### config.mk
export PLATFORM = sky130hd
export DESIGN_NAME = conv_seq_ctrl
export DESIGN_NICKNAME = d
export VERILOG_FILES = /design/src/rtl/conv_seq_ctrl.sv
export SDC_FILE = /design/constraint.sdc
export NUM_CORES = 1
export LEC_CHECK = 0
export ABC_AREA = 1
export BUFFER_PORTS_ARGS = -buffer_cell sky130_fd_sc_hd__buf_2
export CAP_MARGIN = 5
export CORE_ASPECT_RATIO = 1.5
export CORE_MARGIN = 2
export CORE_UTILIZATION = 53
export DETAILED_ROUTE_END_ITERATION = 10
export MAX_ROUTING_LAYER = met4
export PLACE_DENSITY = 0.76
export SYNTH_ARGS = -nofsm -noshare
export SYNTH_HDL_FRONTEND = slang
export SYNTH_SLANG_ARGS = --single-unit
### constraint.sdc
create_clock -name clk -period 2.56 [get_ports clk]
set_clock_uncertainty 0.1 [all_clocks]
set_input_delay 0 -clock clk [delete_from_list [all_inputs] [get_ports clk]]
set_output_delay 0 -clock clk [all_outputs]
set_load 0.005 [all_outputs]
### src/rtl/conv_seq_ctrl.sv
// rtl/conv_seq_ctrl.sv - sequencer that drives a shared MAC over eight output positions
//
// Purpose: on start, requests one MAC result per position 0..7, collects the
// bytes into res_flat and then pulses disp_start to the display controller.
//
// Ports:
//   clk         in   system clock, rising edge
//   reset       in   asynchronous active-high reset
//   start       in   run request, sampled only while idle
//   mac_ack     in   MAC result valid for the current request
//   mac_result  in   8-bit MAC result
//   mac_req     out  one-cycle request for position mac_idx
//   mac_idx     out  position being computed (0..7)
//   res_flat    out  results, position k at bits [8k+7:8k]
//   disp_start  out  one-cycle pulse to the display controller
//   busy        out  high whenever the sequencer is not idle
//   err         out  sticky wait-timeout flag
//
// Build option: define CONV_SEQ_TIMEOUT_EN to add an 8-bit wait timeout that
// substitutes 8'hFF for a missing result and raises err. Without it a missing
// ack stalls the sequencer in WAIT and err is tied low.

module conv_seq_ctrl (
    input  logic        clk,
    input  logic        reset,
    input  logic        start,
    input  logic        mac_ack,
    input  logic [7:0]  mac_result,
    output logic        mac_req,
    output logic [2:0]  mac_idx,
    output logic [63:0] res_flat,
    output logic        disp_start,
    output logic        busy,
    output logic        err
);

    typedef enum logic [1:0] {
        IDLE,
        REQ,
        WAIT,
        DONE
    } state_t;

    state_t     state;
    logic [2:0] idx;
    logic       cap_en;
    logic [7:0] cap_byte;

    assign mac_idx = idx;

`ifdef CONV_SEQ_TIMEOUT_EN
    logic [7:0] wait_cnt;
    logic       timeout;

    // wait_cnt is 0 in the first WAIT cycle, so when it reads 254 this is the
    // 255th WAIT cycle without an ack and the count would reach 255 here.
    assign timeout = (state == WAIT) && !mac_ack && (wait_cnt == 8'd254);
`endif

    // A position completes on an ack, or on a timeout when that is compiled in.
    always_comb begin
        cap_en   = (state == WAIT) && mac_ack;
        cap_byte = mac_result;
`ifdef CONV_SEQ_TIMEOUT_EN
        if (timeout) begin
            cap_en   = 1'b1;
            cap_byte = 8'hFF;
        end
`endif
    end

    always_ff @(posedge clk or posedge reset) begin
        if (reset) begin
            state      <= IDLE;
            idx        <= 3'd0;
            res_flat   <= 64'd0;
            mac_req    <= 1'b0;
            disp_start <= 1'b0;
            busy       <= 1'b0;
`ifdef CONV_SEQ_TIMEOUT_EN
            err        <= 1'b0;
            wait_cnt   <= 8'd0;
`endif
        end else begin
            // Pulse outputs default low; they are raised on the edge that
            // enters the state they belong to, so they line up with it.
            mac_req    <= 1'b0;
            disp_start <= 1'b0;
            case (state)
                IDLE: begin
                    if (start) begin
                        state    <= REQ;
                        idx      <= 3'd0;
                        res_flat <= 64'd0;
                        mac_req  <= 1'b1;
                        busy     <= 1'b1;
`ifdef CONV_SEQ_TIMEOUT_EN
                        err      <= 1'b0;
`endif
                    end
                end
                REQ: begin
                    state <= WAIT;
`ifdef CONV_SEQ_TIMEOUT_EN
                    wait_cnt <= 8'd0;
`endif
                end
                WAIT: begin
                    if (cap_en) begin
                        res_flat[{idx, 3'b000} +: 8] <= cap_byte;
`ifdef CONV_SEQ_TIMEOUT_EN
                        if (timeout) begin
                            err <= 1'b1;
                        end
`endif
                        if (idx == 3'd7) begin
                            state      <= DONE;
                            disp_start <= 1'b1;
                        end else begin
                            idx     <= idx + 3'd1;
                            state   <= REQ;
                            mac_req <= 1'b1;
                        end
                    end
`ifdef CONV_SEQ_TIMEOUT_EN
                    else begin
                        wait_cnt <= wait_cnt + 8'd1;
                    end
`endif
                end
                DONE: begin
                    state <= IDLE;
                    busy  <= 1'b0;
                end
                default: begin
                    state <= IDLE;
                    busy  <= 1'b0;
                end
            endcase
        end
    end

`ifndef CONV_SEQ_TIMEOUT_EN
    assign err = 1'b0;
`endif

endmodule
== Yosys cells after proc, flatten, opt, wreduce, memory -nomap -nowiden ==
Cells that the tools add are included.

* Register bits after elaboration: 72
* Input port bits: 12
* Output and inout port bits: 71
* Logic and storage cells: 46

* Add/sub/neg operators: 2
* Equal/unequal tests: 7
* Shift operators: 2
* Muxes and demuxes: 21
* Reductions and logical operators: 8

{| class="wikitable"
|+ Operators by type and width
! operator !! count
|-
| $mux 64 || 2
|-
| $pmux 64 s2 || 1
|-
| $bwmux 64 || 1
|-
| $shift 8x8->64 const A || 1
|-
| $shiftx 8x8->64 || 1
|-
| $mux 3 || 3
|-
| $neg 6->8 || 1
|-
| $pmux 2 s4 || 1
|-
| $mux 1 || 7
|-
| $mux 2 || 3
|-
| $ne 2x2->1 const B || 3
|-
| $pmux 3 s2 || 1
|-
| $eq 2x2->1 const B || 2
|-
| $pmux 1 s2 || 2
|-
| $reduce_and 2->1 || 2
|-
| $reduce_and 4->1 || 1
|-
| $reduce_bool 2->1 || 2
|-
| $add 3x1->3 const B || 1
|-
| $eq 3x3->1 const B || 1
|-
| $reduce_and 3->1 || 1
|-
| $eq 2x1->1 const B || 1
|-
| $logic_not 2->1 || 1
|-
| $logic_and 1x1->1 || 1
|}

== Longest topological paths before layout ==
Gate-level depths: netlist of the first run.

* Depth in word-level cells: 5
* Depth in mapped cells: 13
* Gate-level depth less buffers: 11

== Worst setup path after synthesis of the first run ==
OpenSTA, ideal clock, no wires.

* Path kind: reg-to-reg
* Start point: reg idx[0], in the netlist mac_idx[0]
* End point: reg res_flat[16]
* Library setup time: 0.116 ns
* Arrival time: 1.859 ns
* Required time: 2.344 ns
* Path slack: 0.485 ns
* Stages on the path, launching flop included: 14
* Buffers on the path: 2
* Period minus slack after synthesis: 2.075 ns
* Cells stage by stage: dfrtp_1 inv_1 buf_2 ha_1 ha_1 buf_2 nand2_1 inv_1 nand2_1 nand2_1 nand2_2 inv_2 nand2_1 nand2_1

* Cells in the longest elaborated chain, start to end: 5
* Elaborated cells between the ends (all ways): 6
* Classes of those cells: add/sub: 1; shift: 2; mux: 3

{| class="wikitable"
|+ Ends and longest elaborated chain
! item !! RTL line !! source
|-
| from (decl) || 45 || <nowiki>logic [2:0] idx;</nowiki>
|-
| from (signal assigned) || 120 || <nowiki>idx <= idx + 3'd1;</nowiki>
|-
| $neg 6->8 * || 110 || <nowiki>res_flat[{idx, 3'b000} +: 8] <= cap_byte;</nowiki>
|-
| $shiftx 8x8->64 or $shift 8x8->64 (tied branches) || 110 ||
|-
| $bwmux 64 * || 110 ||
|-
| $mux 64 * || 109 || <nowiki>if (cap_en) begin</nowiki>
|-
| $pmux 64 s2 * || 89 || <nowiki>case (state)</nowiki>
|-
| to (signal, indexed assignment) || 110 ||
|-
| to (decl) || 31 || <nowiki>output logic [63:0] res_flat,</nowiki>
|}

Every way passes the cells marked *; elsewhere a longest branch is shown, timed or not. The select of a mux whose other input is x is not followed.
A chain may end at the register's enable or synchronous reset.

== Worst setup path in the final report of the first run ==
* Start point: reg idx[1], in the netlist mac_idx[1]
* End point: reg res_flat[3]

Same word-level chain as after synthesis.

==> qor.yml, run 1 <==
synthTopCellsByArea: "dfrtp_1 (54%), nand2_1 (14%), nand3_1 (10%)"
cp.arrival_ns: 2.38
first_pass_iters: 5
io_buffers: 81
die_area_um2: 6960
cts_setup_buffers: 0
num_rows: 35
drv_slew: 0
worst_path_max_delay_cell: "nor3_2"
p_total_uw: 3410
holdPathStages: 3
period_minus_slack_ns: 2.19
gp_congestion: 0.971
drive_gt1_share_pct: 24.2
combinationalPowerShare_pct: 38.7
start_util_pct: 54.4
drt-wirelength-per-cell_um: 15.0
dp_hpwl_um: 6170
critical_path_class: "flop to flop"
internal-power_uw: 1950
path_clk_slew_ns: 0.07
synth_top_cell_area_share_pct: 54.0
yosysUniqueCellTypes: 22
p_clk_share_pct: 23.1
insertion_delay_ns: 0.36
routed_wl_um: 8620
nNetsFinal: 513
via_count: 3068
grt_max_degree: 43
final_hold_viol_count: 0
syn_nets: 418
ant_nets: 0
avgSynthCellArea_um2: 8.36
via_per_inst: 5.35
coreArea_um2: 6130
antenna_found_initial: 0
fmax_mhz: 457
cts_buffers: 9
power_density_nw_per_um2: 835
syn_area_um2: 3340
tightest_slew_ns: 0.660
root_buffer: "clkbuf_8"
setup_violations: 0
grt_pass1_vias: 2922
clock-sinks: 72
cts_tree: "done"
p_leak_uw: 0.00226
max_slew_margin_pct: 55.9
p_seq_share_pct: 38.2
fin_hold_ws_ns: 0.0582
start_kind: "flop"
mostFrequentLayoutCell: "nand2_1"
worst_setup_path_end_kind: "flop"
multi_input_area_um2: 1360
ys_seq_area_share_pct: 54.0
die_y_um: 101
swShare_pct: 43.0
pin_count: 83
max_stage_delay_ns: 0.46
ir_drop_mv: 0.750
grt_pass1_wl_um: 14000
netlist_instances: 399
mostFrequentLayoutCells: "nand2_1 (126), buf_2 (81), dfrtp_1 (72), nand3_1 (67), o21ai_0 (31)"
grt_usage_pct: 28.1
area_delta_synth_final_pct: 22.6
overflow: 0
crit_path_cell_trace: "inv_1, ha_1, ha_1, inv_1, nand2_1, nor3_2, nand3_1, nand2_1"
hp-class: "input pin to flop"
cts_resized: 0
post-route-drc-count: 0
p_switching_uw: 1470
htreeDepth: 3
r2r_cells: 8
fin_tns_setup_ns: 0
synth-seq-cells: 72
required_ns: 2.76
cp_max_fo: 8
ys_warn_count: 0
status: "completed"
fin_crit_sh_pct: 85.5
drv_cap: 0
ff_latch_area_um2: 1800
drt_iter0_drc: 214
fillers: 522
antenna_cells: 0
die_x_um: 68.8
synth_top_area_cell: "dfrtp_1"
rsz0062_at_grt: "false"
clock_path_buffers: 2
-- cells in the mapped netlist --
master,count
buf_2,6
buf_4,4
buf_6,1
clkbuf_1,3
clkinv_1,2
conb_1,1
dfrtp_1,72
ha_1,7
inv_1,19
inv_2,4
nand2_1,126
nand2_2,4
nand3_1,67
nand3_2,4
nand3_4,1
nand4_1,11
nor2_1,29
nor2_2,2
nor3_1,3
nor3_2,1
o21ai_0,31
o21ai_1,1
-- through the flow --
| step | utilization (%) | worst slack (ns) | instance area, um2 | cells |
|---|---|---|---|---|
| after global routing | 66.7 | 0.204 | 4090 | 573 |
| after floorplan | - | 0.485 | 3340 | 399 |
| final | 66.7 | 0.371 | 4090 | 573 |
| after CTS | 66.7 | 0.404 | 4090 | 573 |
| after global placement | 62.2 | 0.522 | 3820 | 547 |
| after detailed placement | 62.2 | 0.423 | 3820 | 547 |
-- registers in the layout, indices dropped and copies added (netlist names) --
register / cells
disp_start: 1
res_flat: 64
mac_req: 1
state: 2
mac_idx: 3
busy: 1
-- per-layer routing --
layer	global-route usage (%)	share of wire (%)	vias up
met3	5.33	4.8	21
met4	10.7	2.5	0
met5	-	0	-
met1	33.6	40	1462
met2	46.3	52	86
li1	-	-	1499
-- cells by family after synthesis --
group           synth area share, %
compound gates                 4.80
fa+ha+maj                      2.63
buf+inv                        5.29
flops                          54.0
other cells                   0.112
simple gates                   33.2
-- path summary, 6_finish.rpt --
kind	from	endpoint	slack (ns)
min	start	busy	0.06
max in group asynchronous	reset	state[0]	1.51
max reg2reg	mac_idx[1]	res_flat[3]	0.37
max	mac_idx[1]	res_flat[3]	0.37
min reg2reg	res_flat[46]	res_flat[46]	0.37
min in group asynchronous	reset	res_flat[16]	0.20
-- critical path: cells and delay by family (launching register included) --
| kind | cells | cell delay (ns) |
|---|---|---|
| adder cells (fa/ha/maj) | 2 | 0.61 |
| buffers and inverters | 2 | 0.20 |
| flip-flops | 1 | 0.40 |
| AND/OR/NAND/NOR | 4 | 0.82 |
-- power by group through the flow --
stage,sequential (uW),clock (uW),combinational [uW]
2_1_floorplan,1330,0,929
3_3_place_gp,1320,0,1260
3_5_place_dp,1320,0,1280
4_1_cts,1300,799,1300
5_1_grt,1310,843,1470
6_report,1300,790,1320
-- final cells by class --
cell class,count,area share [%]
Multi-Input combinational cell,288,33.2
Clock inverter,7,1.19
Sequential cell,72,44.1
Clock buffer,9,3.03
Tap cell,74,2.26
Inverter,25,2.29
Timing Repair Buffer,98,14.0
-- timing repair --
| action | 4_1_cts | 5_1_grt |
|---|---|---|
| hold buffers | 10 | 0 |
| endpoints found under the setup margin | 0 | 0 |
| endpoints found under the hold margin | 76 | 0 |
Power figures use the tool's default switching activity.
==> run 2, diff against run 1 <==
--- a/config.mk
+++ b/config.mk
@@ -14,6 +14,7 @@
 export DETAILED_ROUTE_END_ITERATION = 10
 export MAX_ROUTING_LAYER = met4
 export PLACE_DENSITY = 0.76
+export RECOVER_POWER = 25
 export SYNTH_ARGS = -nofsm -noshare
 export SYNTH_HDL_FRONTEND = slang
 export SYNTH_SLANG_ARGS = --single-unit
==> run 2 against run 1 <==
Critical path depth stayed put; clock power hardly changed; die area stayed put; first-iteration DRC count is 7.0% lower; fmax is 0.23% higher; largest power group unchanged; register-to-register slack hardly changed; sequential power hardly changed; final cell count stayed put.
==> qor.yml, run 2 (synthesis results as in run 1) <==
status: "completed"
r2r-end: "res_flat[3]"
die_x_um: 68.8  # unchanged
gp_congestion: 0.971  # unchanged
min_from: "start"
drive_gt1_share_pct: 22.0  # -2.2 points
dp_hpwl_um: 6170  # unchanged
ir_drop_mv: 0.750  # about the same
first_pass_iters: 5  # unchanged
cts_setup_buffers: 0  # unchanged
clock-sinks: 72  # unchanged
io_buffers: 81  # unchanged
insertion_delay_ns: 0.36  # about the same
root_buffer: "clkbuf_8"
fmax_mhz: 458  # +0.23%
worst_setup_path_end_kind: "flop"
p_total_uw: 3410  # -0.14%
reg2reg_slack_ns: 0.38  # about the same
grt_usage_pct: 28.1  # unchanged
mostFrequentLayoutCell: "nand2_1"
antenna_found_initial: 0  # unchanged
cp_max_fo: 8  # unchanged
coreArea_um2: 6130  # unchanged
grt_max_degree: 43  # unchanged
setup_violations: 0  # unchanged
via_count: 3072  # +0.13%
postLayoutCoreUtil_pct: 66.5  # -0.20 points
max_stage_delay_ns: 0.46  # about the same
fillers: 527  # +0.96%
drv_slew: 0  # unchanged
start_util_pct: 54.4  # unchanged
htreeDepth: 3  # unchanged
die_area_um2: 6960  # unchanged
cts_tree: "done"
fin_crit_sh_pct: 85.3  # -0.20 points
post-route-drc-count: 0  # unchanged
p_leak_uw: 0.00222  # -1.9%
antenna_cells: 0  # unchanged
final_hold_viol_count: 0  # unchanged
critical_path_class: "flop to flop"
via_per_inst: 5.36  # +0.13%
clock_path_buffers: 2  # unchanged
pin_count: 83  # unchanged
max_slew_margin_pct: 20.3  # -36 points
ant_nets: 0  # unchanged
num_rows: 35  # unchanged
area_delta_synth_final_pct: 22.2
fin_tns_setup_ns: 0  # unchanged
cp.arrival_ns: 2.38  # about the same
holdPathStages: 3  # unchanged
crit_path_cell_trace: "inv_1, ha_1, ha_1, inv_1, nand2_1, nor3_2, nand3_1, nand2_1"
dp.cells: 547  # unchanged
routed_wl_um: 8590  # -0.39%
path_clk_slew_ns: 0.07  # about the same
start_kind: "flop"
fin_cells: 573  # unchanged
top_register: "res_flat"
crit_path_start: "mac_idx[1]"
crit_buf_inv: 2  # unchanged
required_ns: 2.75  # about the same
whs_endpoint: "busy"
grt_pass1_vias: 2922  # unchanged
largest_reg_flops: 64  # unchanged
reg2reg_from: "mac_idx[1]"
ff_latch_area_um2: 1800  # unchanged
period_minus_slack_ns: 2.18  # -0.00512 ns
mostFrequentLayoutCells: "nand2_1 (126), dfrtp_1 (72), buf_2 (71), nand3_1 (67), o21ai_0 (31)"
rsz0062_at_grt: "false"
power_density_nw_per_um2: 836  # +0.17%
overflow: 0  # unchanged
grt_pass1_wl_um: 14000  # unchanged
drv_cap: 0  # unchanged
r2r_cells: 8  # unchanged
nNetsFinal: 513  # unchanged
die_y_um: 101  # unchanged
hp-class: "input pin to flop"
cp_top_family: "simple AND/OR/NAND/NOR gates"
worst_path_max_delay_cell: "nor3_2"
cts_buffers: 9  # unchanged
drt-wirelength-per-cell_um: 15.0  # -0.39%
tightest_slew_ns: 1.19  # +0.534 ns
drt_iter0_drc: 199  # -7.0%
multi_input_area_um2: 1360  # unchanged
## run 2: cell count changes in the layout (fill, tap and decap cells not counted)
cell / delta
inv_1: +1
inv_2: -1
buf_2: -10
clkbuf_1: +9
buf_1: +1
## run 2: how the worst max path moves through the flow
stage,to,slack [ns],cells past startpoint
finish,res_flat[3],0.38,8
global route,res_flat[47],0.20,8
CTS,res_flat[39],0.40,9
detailed placement,res_flat[39],0.42,9
global placement,res_flat[39],0.52,9
floorplan,res_flat[16],0.48,13
## run 2: timing repair
action	4_1_cts	5_1_grt
hold buffers	10	0
resized for setup	0	0
hold endpoints to repair	76	0
## run 2: per-layer routing
layer	up-vias	global-route usage [%]	routed length, um
met5	-	-	0
met4	0	10.7	215
met3	17	5.33	389
met2	87	46.3	4500
met1	1469	33.6	3480
li1	1499	-	-
## run 2: through the flow
step           instance area [um2]  hold WS [ns]  worst slack [ns]
2_1_floorplan                 3340        0.0377             0.485
3_3_place_gp                  3820        0.0196             0.522
3_5_place_dp                  3820        0.0301             0.423
4_1_cts                       4090        0.0517             0.404
5_1_grt                       4080         0.111             0.204
6_report                      4080        0.0574             0.376
## run 2: area by class of cell
class / instances / area share, %
clock inverter: 7 / 1.20
clock buffer: 9 / 3.04
timing repair buffer: 98 / 13.7
multi-input combinational: 288 / 33.3
sequential: 72 / 44.2
inverter: 25 / 2.30
tap: 74 / 2.27
## run 2: worst register-to-register path, delay by kind of cell, from the launching register on
family        cells  cell delay, ns
buf+inv           2            0.20
flops             1            0.40
fa+ha+maj         2            0.61
simple gates      4            0.81
## run 2: where the power goes
part           leakage (uW)  switching [uW]  internal (uW)
logic               0.00115             960            359
clock network     0.0000772             440            348
registers          0.000996            63.5           1240
==> run 3, diff against run 2 <==
--- a/config.mk
+++ b/config.mk
@@ -10,11 +10,12 @@
 export CAP_MARGIN = 5
 export CORE_ASPECT_RATIO = 1.5
 export CORE_MARGIN = 2
-export CORE_UTILIZATION = 53
+export CORE_UTILIZATION = 40
 export DETAILED_ROUTE_END_ITERATION = 10
 export MAX_ROUTING_LAYER = met4
-export PLACE_DENSITY = 0.76
+export PLACE_DENSITY = 0.6
 export RECOVER_POWER = 25
+export SKIP_LAST_GASP = 1
 export SYNTH_ARGS = -nofsm -noshare
 export SYNTH_HDL_FRONTEND = slang
 export SYNTH_SLANG_ARGS = --single-unit
==> run 3 against run 2 <==
Die area increased by 31%; global-route usage is 5.3 points lower; critical path type unchanged; highest routed layer unchanged; routed wire length increased by 7.5%; fmax increased by 1.9%; combinational power about the same.
==> qor.yml, run 3 (synthesis results as in run 1) <==
die_area_um2: 9100  # +31%
reg2reg_from: "mac_idx[1]"
nNetsFinal: 514  # +0.19%
ir_drop_mv: 0.455  # -39%
max_slew_margin_pct: 50.5  # +30 points
post-route-drc-count: 0  # unchanged
routed_wl_um: 9230  # +7.5%
die_x_um: 78.6  # +14%
max_stage_delay_ns: 0.42  # -0.04 ns
drv_cap: 0  # unchanged
start_kind: "flop"
period_minus_slack_ns: 2.14  # -0.0413 ns
worst_setup_path_end_kind: "flop"
p_leak_uw: 0.00224  # +0.76%
cp_max_fo: 8  # unchanged
fin_crit_sh_pct: 83.7  # -1.6 points
largest_reg_flops: 64  # unchanged
postLayoutCoreUtil_pct: 52.3  # -14 points
via_count: 3088  # +0.52%
setup_violations: 0  # unchanged
start_util_pct: 41.4  # -13 points
clock-sinks: 72  # unchanged
fin_ws_ns: 0.417  # +0.0413 ns
ff_latch_area_um2: 1800  # unchanged
grt_usage_pct: 22.8  # -5.3 points
drv_slew: 0  # unchanged
min_from: "start"
cp_top_family: "simple AND/OR/NAND/NOR gates"
coreArea_um2: 8060  # +31%
worst_path_max_delay_cell: "nor2_1"
tightest_slew_ns: 0.742  # -0.452 ns
drive_gt1_share_pct: 19.5  # -2.5 points
grt_pass1_vias: 3176  # +8.7%
ant_nets: 0  # unchanged
top_register: "res_flat"
mostFrequentLayoutCells: "nand2_1 (126), dfrtp_1 (72), nand3_1 (67), buf_2 (61), o21ai_0 (31)"
pre_cts_ws_ns: 0.433  # +0.0100 ns
crit_path_cell_trace: "inv_1, ha_1, ha_1, nor2_1, nand2_1, nor2_1, nand3_1, nand2_1"
antenna_cells: 0  # unchanged
mostFrequentLayoutCell: "nand2_1"
crit_path_start: "mac_idx[1]"
die_y_um: 116  # +15%
overflow: 0  # unchanged
path_clk_slew_ns: 0.05  # -0.02 ns
final_hold_viol_count: 0  # unchanged
multi_input_area_um2: 1360  # unchanged
io_buffers: 81  # unchanged
pin_count: 83  # unchanged
crit_buf_inv: 1  # -1
fin_tns_setup_ns: 0  # unchanged
insertion_delay_ns: 0.33  # -0.03 ns
cp.arrival_ns: 2.31  # -0.07 ns
antenna_found_initial: 0  # unchanged
fillers: 814  # +54%
root_buffer: "clkbuf_16"
htreeDepth: 3  # unchanged
grt_pass1_wl_um: 15500  # +11%
drt_iter0_drc: 145  # -27%
dp_hpwl_um: 6730  # +9.0%
drt-wirelength-per-cell_um: 15.3  # +2.3%
area_delta_synth_final_pct: 26.3
cts_setup_buffers: 0  # unchanged
hp-class: "input pin to flop"
rsz0062_at_grt: "false"
power_density_nw_per_um2: 910  # +8.8%
grt_max_degree: 40  # -7.0%
first_pass_iters: 4  # -1
via_per_inst: 5.13  # -4.3%
cts_tree: "done"
critical_path_class: "flop to flop"
gp_congestion: 0.852  # -12%
num_rows: 40  # +14%
required_ns: 2.73  # -0.02 ns
fmax_mhz: 467  # +1.9%
status: "completed"
clock_path_buffers: 2  # unchanged
cts_buffers: 9  # unchanged
-- run 3: cell count changes in the layout (fill, tap and decap cells not counted), sizes merged --
cell / previous run / this run
buf: 79 / 69
clkinvlp: 4 / 0
clkbuf: 18 / 32
bufinv: 0 / 1
clkinv: 5 / 2
-- run 3: tightest hold or removal path, cell delays in order --
cell and delay, ns:
buf_2 0.11, nand3_4 0.08, buf_4 0.23, nand2_1 0.09
-- run 3: worst paths after layout --
path / endpoint / slack [ns] / cells after the start
min reg2reg: res_flat[44] / 0.37 / 2
max reg2reg: res_flat[40] / 0.42 / 8
max: res_flat[40] / 0.42 / 8
min in group asynchronous: res_flat[20] / 0.25 / 3
min: busy / 0.11 / 4
max in group asynchronous: mac_idx[1] / 1.44 / 4
-- run 3: final cells by class --
class,instances,share of cell area (%)
sequential,72,42.8
multi-input combinational,288,32.2
timing repair buffer,99,13.1
clock buffer,12,5.85
tap,105,3.12
inverter,25,2.23
clock inverter,1,0.713
-- run 3: per-stage QoR --
step	cell area, um2	total power (uW)	cells	hold slack, ns
after floorplan	3340	2260	399	0.0377
after global placement	3860	2620	579	0.0675
after global routing	4210	4080	602	0.143
after CTS	4240	3850	602	0.107
after detailed placement	3860	2640	579	0.0730
final	4210	3830	602	0.110
-- run 3: repair_timing --
action | 4_1_cts | 5_1_grt
gates resized for setup | 0 | 0
hold buffers | 10 | 0
endpoints found under the hold margin | 61 | 0
-- run 3: where the power goes --
part           leakage (uW)  internal, uW  switching [uW]
combinational       0.00111           363             962
sequential         0.000996          1240            66.7
clock              0.000135           765             435
-- run 3: routing by layer --
metal / up-vias / routed length (um) / share of wire [%] / GRT usage [%]
li1: 1498 / - / - / -
met1: 1475 / 3690 / 40 / 26.7
met2: 96 / 4790 / 52 / 37.7
met3: 19 / 482 / 5.2 / 3.50
met4: 0 / 269 / 2.9 / 12.2
met5: - / 0 / 0 / -
